[config.mk]
export PLATFORM = sky130hd
export DESIGN_NAME = add_pipe_32
export DESIGN_NICKNAME = d
export VERILOG_FILES = /design/src/rtl/add_pipe_32.sv
export SDC_FILE = /design/constraint.sdc
export NUM_CORES = 1
export LEC_CHECK = 0
export CAP_MARGIN = 15
export CORE_MARGIN = 2
export CORE_UTILIZATION = 45
export DETAILED_ROUTE_END_ITERATION = 7
export PLACE_DENSITY = 0.84
export SLEW_MARGIN = 20
export SYNTH_ARGS = -nofsm -noshare
export SYNTH_HDL_FRONTEND = slang
export SYNTH_SLANG_ARGS = --single-unit
export TNS_END_PERCENT = 20
[constraint.sdc]
create_clock -name clk -period 4 [get_ports clk]
set_input_delay 0.8 -clock clk [delete_from_list [all_inputs] [get_ports clk]]
set_output_delay 0.8 -clock clk [all_outputs]
set_load 0.01 [all_outputs]
[src/rtl/add_pipe_32.sv]
// add_pipe_32: two-stage pipelined 32-bit adder with a valid/ready handshake.
// Stage 1 adds the low 16-bit half and registers the carry into bit 16.
// Stage 2 adds the high half and registers sum, cout and signed overflow.
// Both halves use a 16-bit carry-lookahead adder built from 4-bit groups.
// Optional feature macro: ADDPIPE_SUB_EN adds the `sub` port (1 = a - b).
`timescale 1ns/1ps

module add_pipe_32 (
  input  logic        clk,
  input  logic        rst,
  input  logic        in_valid,
  output logic        in_ready,
  input  logic [31:0] a,
  input  logic [31:0] b,
  input  logic        cin,
`ifdef ADDPIPE_SUB_EN
  input  logic        sub,
`endif
  output logic        out_valid,
  input  logic        out_ready,
  output logic [31:0] sum,
  output logic        cout,
  output logic        ovf
);

  // Returns {carry_out, sum[15:0]}. Four 4-bit groups: the group generate and
  // propagate terms produce the group carries, and each group ripples from
  // its own carry-in.
  function automatic logic [16:0] cla16(input logic [15:0] x,
                                        input logic [15:0] y,
                                        input logic        ci);
    logic [15:0] g;
    logic [15:0] p;
    logic [16:0] c;
    logic [4:0]  gc;
    logic        gg;
    logic        gp;
    g     = x & y;
    p     = x ^ y;
    gc[0] = ci;
    c     = '0;
    for (int k = 0; k < 4; k++) begin
      gg = g[4*k+3]
         | (p[4*k+3] & g[4*k+2])
         | (p[4*k+3] & p[4*k+2] & g[4*k+1])
         | (p[4*k+3] & p[4*k+2] & p[4*k+1] & g[4*k]);
      gp = &p[4*k +: 4];
      gc[k+1] = gg | (gp & gc[k]);
      c[4*k]  = gc[k];
      for (int i = 0; i < 3; i++) begin
        c[4*k+i+1] = g[4*k+i] | (p[4*k+i] & c[4*k+i]);
      end
    end
    c[16] = gc[4];
    return {c[16], p ^ c[15:0]};
  endfunction

  logic        s1_valid;
  logic [15:0] s1_lo;
  logic        s1_c16;
  logic [15:0] s1_a_hi;
  logic [15:0] s1_b_hi;

  logic [31:0] b_eff;
  logic        c_eff;
  logic [16:0] lo_res;
  logic [16:0] hi_res;
  logic        s2_free;
  logic        accept;

  // Effective operands: with subtraction, b is inverted and the carry-in forced to 1.
  always_comb begin
`ifdef ADDPIPE_SUB_EN
    b_eff = sub ? ~b : b;
    c_eff = sub ? 1'b1 : cin;
`else
    b_eff = b;
    c_eff = cin;
`endif
  end

  // Low-half add for stage 1 and high-half add for stage 2.
  always_comb begin
    lo_res = cla16(a[15:0], b_eff[15:0], c_eff);
    hi_res = cla16(s1_a_hi, s1_b_hi, s1_c16);
  end

  // Handshake: stage 2 is free when empty or being consumed; no skid buffer,
  // so in_ready depends combinationally on out_ready.
  always_comb begin
    s2_free  = !out_valid || out_ready;
    in_ready = !rst && (!s1_valid || s2_free);
    accept   = in_valid && in_ready;
  end

  // Stage 1: capture low-half sum, inter-half carry and raw high halves.
  always_ff @(posedge clk) begin
    if (rst) begin
      s1_valid <= 1'b0;
      s1_lo    <= '0;
      s1_c16   <= 1'b0;
      s1_a_hi  <= '0;
      s1_b_hi  <= '0;
    end else if (accept) begin
      s1_valid <= 1'b1;
      s1_lo    <= lo_res[15:0];
      s1_c16   <= lo_res[16];
      s1_a_hi  <= a[31:16];
      s1_b_hi  <= b_eff[31:16];
    end else if (s1_valid && s2_free) begin
      s1_valid <= 1'b0;
    end
  end

  // Stage 2: finish the high half; results hold while the consumer stalls.
  always_ff @(posedge clk) begin
    if (rst) begin
      out_valid <= 1'b0;
      sum       <= '0;
      cout      <= 1'b0;
      ovf       <= 1'b0;
    end else if (s2_free) begin
      out_valid <= s1_valid;
      if (s1_valid) begin
        sum  <= {hi_res[15:0], s1_lo};
        cout <= hi_res[16];
        ovf  <= (s1_a_hi[15] == s1_b_hi[15]) && (hi_res[15] != s1_a_hi[15]);
      end
    end
  end

endmodule
**Word-level counts from Yosys, hierarchy flattened**

Cells that the tools add are included.

- Equal/unequal tests: 2
- Multiplexer cells: 2
- Bitwise gates (word level): 134
- Reduce and logical (&&, ||, !) cells: 19

Operator list:

| operator | count |
|---|---|
| $and 1x1->1 | 72 |
| $xor 16x16->16 | 4 |
| $or 1x1->1 | 56 |
| $and 16x16->16 | 2 |
| $reduce_and 4->1 | 8 |
| $logic_and 1x1->1 | 4 |
| $logic_not 1->1 | 3 |
| $logic_or 1x1->1 | 2 |
| $mux 1 | 2 |
| $reduce_and 2->1 | 1 |
| $reduce_bool 2->1 | 1 |
| $eq 1x1->1 | 1 |
| $ne 1x1->1 | 1 |

- Flip-flop bits (word level): 85
- Input port bits: 69
- Output and inout port bits: 36
- Word-level logic and storage cells: 166

**Longest topological paths before layout**

Gate-level depths: netlist of run 1.

- Depth in word-level cells: 19
- Mapped depth: 13
- Gate-level depth less buffers: 13

**Worst setup path before layout of run 1**

Ideal clock, no wire load.

- Path type: input -> register
- From: input a[0]
- To: register s1_lo[15]
- Library setup time: 0.119 ns
- Arrival: 3.234 ns
- Data required time: 3.881 ns
- Slack: 0.646 ns
- Cell stages on the path: 11
- Path buffers: 0
- Cell sequence: ha_1 a21oi_1 o221ai_1 a211o_1 a21oi_1 inv_1 fa_1 fa_1 fa_1 xnor2_1 o21ai_1

- Cells in the longest elaborated chain, start to end: 15
- Elaborated cells on any way between the ends: 18
- Classes of those cells: bitwise: 17; reduce/logical: 1

Ends and longest elaborated chain:

| item | RTL line | RTL |
|---|---|---|
| start, declared | 13 | `input logic [31:0] a,` |
| $xor 16x16->16 / $and 16x16->16 (equally long branches) | 39, 38 |  |
| $reduce_and 4->1 / $and 1x1->1 (equally long branches) | 47, 46 |  |
| $and 1x1->1 / $or 1x1->1 (equally long branches) | 48, 46 |  |
| $or 1x1->1 (*) | 48 | `gc[k+1] = gg \| (gp & gc[k]);` |
| $and 1x1->1 (*) | 48 |  |
| $or 1x1->1 (*) | 48 |  |
| $and 1x1->1 (*) | 48 |  |
| $or 1x1->1 (*) | 48 |  |
| $and 1x1->1 (*) | 51 | `c[4*k+i+1] = g[4*k+i] \| (p[4*k+i] & c[4*k+i]);` |
| $or 1x1->1 (*) | 51 |  |
| $and 1x1->1 (*) | 51 |  |
| $or 1x1->1 (*) | 51 |  |
| $and 1x1->1 (*) | 51 |  |
| $or 1x1->1 (*) | 51 |  |
| $xor 16x16->16 (*) | 55 | `return {c[16], p ^ c[15:0]};` |
| end signal, assigned | 106 | `s1_lo <= lo_res[15:0];` |
| end, declared | 59 | `logic [15:0] s1_lo;` |

Mark *: on every way between the ends. The rest lies on a longest branch, timed or not.
A chain may end at the register's enable or synchronous reset.

**Final worst setup path of run 1**

Ends and elaborated chain as after synthesis.

==> results of run 1 <==
==> state kept, by name, summed over array words and instances (netlist names) <==
signal	cells
ovf	1
s1_valid	1
s1_c16	1
s1_a_hi	16
cout	1
s1_b_hi	16
out_valid	1
sum	32
s1_lo	16
==> synthesized netlist by cell type <==
library cell  count
ha_1             32
o21ai_1           4
o22ai_1           1
a211o_1           1
a41o_1            1
xor2_1            2
nand3_1          41
buf_6             1
a21oi_2           1
xnor2_1           7
a21o_1            1
nor3_1            1
o221ai_1          1
o21ai_0           5
a21oi_1          44
nor2_1           15
nand2_1         136
buf_2            11
o21ba_1           1
clkbuf_1          9
fa_1             24
inv_2             1
nand2b_2          1
and2b_1           1
buf_4             4
a31oi_1           2
or4_1             2
o211ai_2          1
and4_1            3
dfxtp_1          85
inv_1            27
or2_2             1
buf_1             1
nand4_1           3
o211ai_1          1
a211oi_1          8
and2_1            1
o31ai_2           6
a211oi_2          2
==> metal layers <==
metal,vias up,wire [um]
li1,1818,-
met1,1742,4310
met2,113,5200
met3,23,574
met4,0,231
met5,-,0
==> worst max-delay path: cells and delay by family <==
family,cells,cell delay (ns)
buffers and inverters,2,0.51
xor gates and xnor gates,1,0.18
adders and majority gates,4,1.46
AOI/OAI and AO/OA,5,0.96
==> cell type report <==
| type | instances | area [um^2] |
|---|---|---|
| well taps | 129 | 161 |
| inverters | 28 | 105 |
| flip-flops and latches | 85 | 1700 |
| repair buffers | 113 | 1100 |
| multi-input cells | 350 | 2360 |
| clock inverters | 6 | 86.3 |
| fillers | 759 | 3590 |
| clock buffers | 10 | 138 |
==> kinds of logic after synthesis <==
| family | after synthesis |
|---|---|
| adder cells (fa/ha/maj) | 56 |
| AO/OA/AOI/OAI | 80 |
| XOR/XNOR | 9 |
| flip-flops | 85 |
| buffers and inverters | 54 |
| AND/OR/NAND/NOR | 205 |
==> power by group <==
part,switching (mW),internal (mW),total [mW]
sequential,0.0436,0.909,0.952
clock,0.307,0.368,0.675
combinational,0.194,0.199,0.393
==> final timing paths <==
kind	end	slack [ns]	cells past startpoint
setup reg to reg	ovf	0.57	13
hold reg to reg	sum[28]	0.46	2
setup / recovery	s1_lo[15]	0.30	12
hold / removal	sum[28]	0.46	2
==> results.txt, run 1 <==
Cell taking the most area after synthesis = dfxtp_1
Fin. Hold Viols = 0
Grt ovf = 0
RSZ-0062 raised after global routing = false
Input/output buffers = 104
Tightest Hold Check Type = reg2reg
Clk buf depth = 2
Slowest-stage cell, CP = clkdlybuf4s50_1
Worst r2r src = s1_a_hi[0]
Via density = 5.13
Critical path class = in2reg
Post-Layout Cell Count = 721
GR met2 Demand/Resource = 0.359
Commonest cells after routing, fill and taps aside = nand2_1, clkdlybuf4s50_1, dfxtp_1
Cell count after placement = 705
Synthesized-area fraction occupied by xor and xnor cells = 0.0184
Post-synthesis sequential area ratio = 0.397
Commonest non-fill, non-tap cell in the layout = nand2_1
Place WS = -0.0760 ns
Largest net degree at the start of global routing = 43
Clock skew = 0.00941 ns
Global-route wire length before repair = 16.8 mm
Syn. warnings = 0
CTS sink cnt = 85
Total Power = 2.02 mW
Worst-path cell chain = clkdlybuf4s50_1 > ha_1 > a21oi_1 > o221ai_1 > a211o_1 > a21oi_1 > inv_1 > fa_1 > fa_1 > fa_1 > xnor2_1 > o21ai_1
Synth cell types = 39
Initial DRC count = 187
Worst setup path startpoint = a[0]
Routed via count = 3696
Number of global-route vias before repair = 3626
Met1 global-route usage = 0.253
Gate count after technology mapping = 489
Later-pin clock latency in the skew report = 0.35 ns
Final setup violation count = 0
Worst-margin pin slew = 0.787 ns
Critical Path RT = 4.21 ns
Max-cap violations = 0
GRT met3 Usage = 0.0380
Htree depth = 3
Initial Utilization = 0.464
Mapped Avg Cell Area = 8.76 um^2
Wirelength per Cell = 14.3 um
Chip height = 102 um
CP Capture Type = flop
Largest family of logic cells by synthesized area = adder cells
RePlAce Congestion = 0.899
Critical Path Start Type = input pin
Post-route cell area = 5650 um^2
DP HPWL = 7.65 mm
Rows = 35
# IOs = 105
DRT Pass-1 Iters = 4
Root Buffer = clkbuf_8
Cts repair resizes = 0
CTS tree = built
Status = finished clean
Global routing's busiest layer = met2
Final WL = 10.3 mm
Top cell type's share of synthesized area = 0.397
Gr usage total = 0.206
Adder-cell share of the synthesized area = 0.206
Final core occ = 0.612
CTS buffer count = 9
Core region area = 9240 um^2
Synthesized Nets = 614
Min Clock Period, post-route = 3.70 ns
Post-synthesis mux area share = 0
Final Max Slew Viols = 0
Area growth from synthesis to layout = 31.9%
Setup Fix Bufs, Post-CTS = 0
Initial antenna violation count = 0
Worst Path Max Fanout = 2
Diode count = 0
Placed Area = 5430 um^2
Worst path arrival time = 3.91 ns
Share of cells above drive strength 1 = 0.0693
CP most frequent cell = fa_1
Hold Slack = 0.456 ns
Max Freq = 0.270 GHz
Nets = 712
Cell leakage power = 2.41 nW
DIE AREA = 10300 um^2
Worst vdd ir = 0.000172 V
Die X = 102 um
Reg clk slew, reported paths = 0.08 ns
Post-synthesis compound-gate area fraction = 0.121
Power density cells = 357 nW/um^2
Period utilization = 0.926
Cell Area, Synth = 4280 um^2
Simple-gate share of the synthesized area = 0.202
Synth area leaders = dfxtp_1, nand2_1, fa_1
Detail Route Antenna Nets = 0
Slew headroom = 0.475
Hold-fix buffers at CTS = 0
DR DRC count = 0
Seq cells post-synth = 85
Setup_tns = 0 ns
Setup ws final = 0.296 ns
Hold Crit Start = sum[28]
Max incr delay on CP = 0.43 ns
Note: power is estimated with default switching activity, not from simulation.
==> inputs of run 2 (changes only) <==
--- a/config.mk
+++ b/config.mk
@@ -7,9 +7,10 @@
 export LEC_CHECK = 0
 export CAP_MARGIN = 15
 export CORE_MARGIN = 2
-export CORE_UTILIZATION = 45
+export CORE_UTILIZATION = 50
 export DETAILED_ROUTE_END_ITERATION = 7
-export PLACE_DENSITY = 0.84
+export MAX_ROUTING_LAYER = met4
+export PLACE_DENSITY = 0.91
 export SLEW_MARGIN = 20
 export SYNTH_ARGS = -nofsm -noshare
 export SYNTH_HDL_FRONTEND = slang
==> results.txt, run 2 (synthesized netlist as in run 1, its figures left out) <==
Total Power = 2.03 mW (+0.40%)
Number of global-route vias before repair = 3764 (+3.8%)
Rows = 33 (-5.7%)
Die X = 96.6 um (-4.9%)
Final WL = 10.3 mm (about the same)
Hold-fix buffers at CTS = 0 (unchanged)
Global-route wire length before repair = 17.0 mm (+0.98%)
Reg power frac = 0.470 (about the same)
Crit-path leading delay family = adder cells
Initial antenna violation count = 0 (unchanged)
Initial Utilization = 0.519 (+0.0551)
DRT Pass-1 Iters = 4 (unchanged)
WL met1 = 4.14 mm (-4.0%)
WL met3 = 524 um (-8.7%)
Commonest cells after routing, fill and taps aside = nand2_1, clkdlybuf4s50_1, dfxtp_1
Top reg by flops = sum
Input/output buffers = 104 (unchanged)
Root Buffer = clkbuf_8
Setup_tns = 0 ns (unchanged)
Worst Path Max Fanout = 2 (unchanged)
DR DRC count = 0 (unchanged)
Wirelength per Cell = 14.8 um (+3.5%)
Slew headroom = 0.369 (-0.106)
Min Clock Period, post-route = 3.79 ns (+0.0826 ns)
Metal2 WL = 5.37 mm (+3.4%)
Worst vdd ir = 0.000168 V (-2.0%)
Tightest Hold Check Type = reg2reg
Critical Path Start Type = input pin
Period utilization = 0.947 (+0.0207)
RSZ-0062 raised after global routing = false
Htree depth = 3 (unchanged)
Critical path class = in2reg
CTS buffer count = 9 (unchanged)
Int Pwr = 1.48 mW (+0.38%)
Share of cells above drive strength 1 = 0.0676 (-0.00169)
Area growth from synthesis to layout = 31.2%
Cts repair resizes = 0 (unchanged)
Worst path arrival time = 4.01 ns (+0.10 ns)
Worst-path cell chain = clkdlybuf4s50_1 > ha_1 > a21oi_1 > o221ai_1 > a211o_1 > a21oi_1 > inv_1 > fa_1 > fa_1 > fa_1 > xnor2_1 > o21ai_1
CP Capture Type = flop
Hold Slack = 0.457 ns (+0.000433 ns)
Critical Path RT = 4.22 ns (about the same)
DP HPWL = 7.64 mm (about the same)
Largest net degree at the start of global routing = 46 (+7.0%)
Fin. Hold Viols = 0 (unchanged)
Max reg flops = 32 (unchanged)
Clock Power Share = 0.335 (about the same)
Commonest non-fill, non-tap cell in the layout = nand2_1
Detail Route Antenna Nets = 0 (unchanged)
Status = finished clean
Core region area = 8260 um^2 (-11%)
Nets = 712 (unchanged)
Grt ovf = 0 (unchanged)
Max Freq = 0.264 GHz (-2.2%)
CTS sink cnt = 85 (unchanged)
Reg clk slew, reported paths = 0.09 ns (about the same)
DR top layer = met4
Final core occ = 0.681 (+0.0691)
Initial DRC count = 145 (-22%)
Sw Share = 0.270 (about the same)
Max-cap violations = 0 (unchanged)
Worst-margin pin slew = 0.947 ns (+0.160 ns)
Max incr delay on CP = 0.45 ns (+0.02 ns)
Routed via count = 3737 (+1.1%)
Clock skew = 0.00793 ns (-0.00148 ns)
CP most frequent cell = fa_1
Comb power frac = 0.195 (about the same)
Net Switching = 0.547 mW (+0.43%)
WP buf/inv = 2 (unchanged)
DIE AREA = 9320 um^2 (-9.6%)
RePlAce Congestion = 0.863 (-4.1%)
Via density = 5.36 (+4.6%)
Slowest-stage cell, CP = clkdlybuf4s50_1
Final setup violation count = 0 (unchanged)
# IOs = 105 (unchanged)
CTS tree = built
Chip height = 96.6 um (-4.9%)
Power density cells = 361 nW/um^2 (+0.93%)
Setup Fix Bufs, Post-CTS = 0 (unchanged)
Final Max Slew Viols = 0 (unchanged)
Cell leakage power = 2.42 nW (about the same)
Gr usage total = 0.243 (+0.0372)
Diode count = 0 (unchanged)
Later-pin clock latency in the skew report = 0.35 ns (about the same)
Clk buf depth = 2 (unchanged)
## run 2: layer usage
| layer | GRT usage | vias up |
|---|---|---|
| met5 | - | - |
| met4 | 0.0951 | 0 |
| met3 | 0.0396 | 27 |
| met2 | 0.427 | 118 |
| met1 | 0.278 | 1774 |
| li1 | - | 1818 |
## run 2: per-stage QoR
stage / instances / area [um^2] / worst slack [ns]
after global routing: 697 / 5620 / 0.0578
after detailed placement: 681 / 5400 / -0.153
final: 697 / 5620 / 0.214
after CTS: 697 / 5620 / 0.221
after global placement: 681 / 5400 / 0.0385
after floorplan: 489 / 4280 / 0.646
## run 2: cell type report
class	count	area, um^2
fillers	644	2640
inverters	28	105
clock inverters	5	82.6
multi-input cells	350	2360
well taps	105	131
clock buffers	11	141
repair buffers	113	1100
flip-flops and latches	85	1700
## run 2: worst paths after layout
kind | from | endpoint | slack (ns) | depth (start not counted)
min | s1_lo[9] | sum[9] | 0.46 | 2
min reg2reg | s1_lo[9] | sum[9] | 0.46 | 2
max reg2reg | s1_a_hi[0] | ovf | 0.56 | 13
max | b[2] | s1_lo[15] | 0.21 | 12
## run 2: worst min-delay path, stage by stage, from the launching register on
cell and delay [ns]:
dfxtp_1 0.32, nand2_1 0.05, a21oi_1 0.05
## run 2: power groups by stage
| stage | combinational (mW) | clock, mW | sequential, mW |
|---|---|---|---|
| final | 0.396 | 0.680 | 0.952 |
| after global routing | 0.442 | 0.721 | 0.960 |
| after CTS | 0.398 | 0.686 | 0.952 |
| after detailed placement | 0.395 | 0 | 0.971 |
| after global placement | 0.374 | 0 | 0.967 |
| after floorplan | 0.212 | 0 | 0.970 |
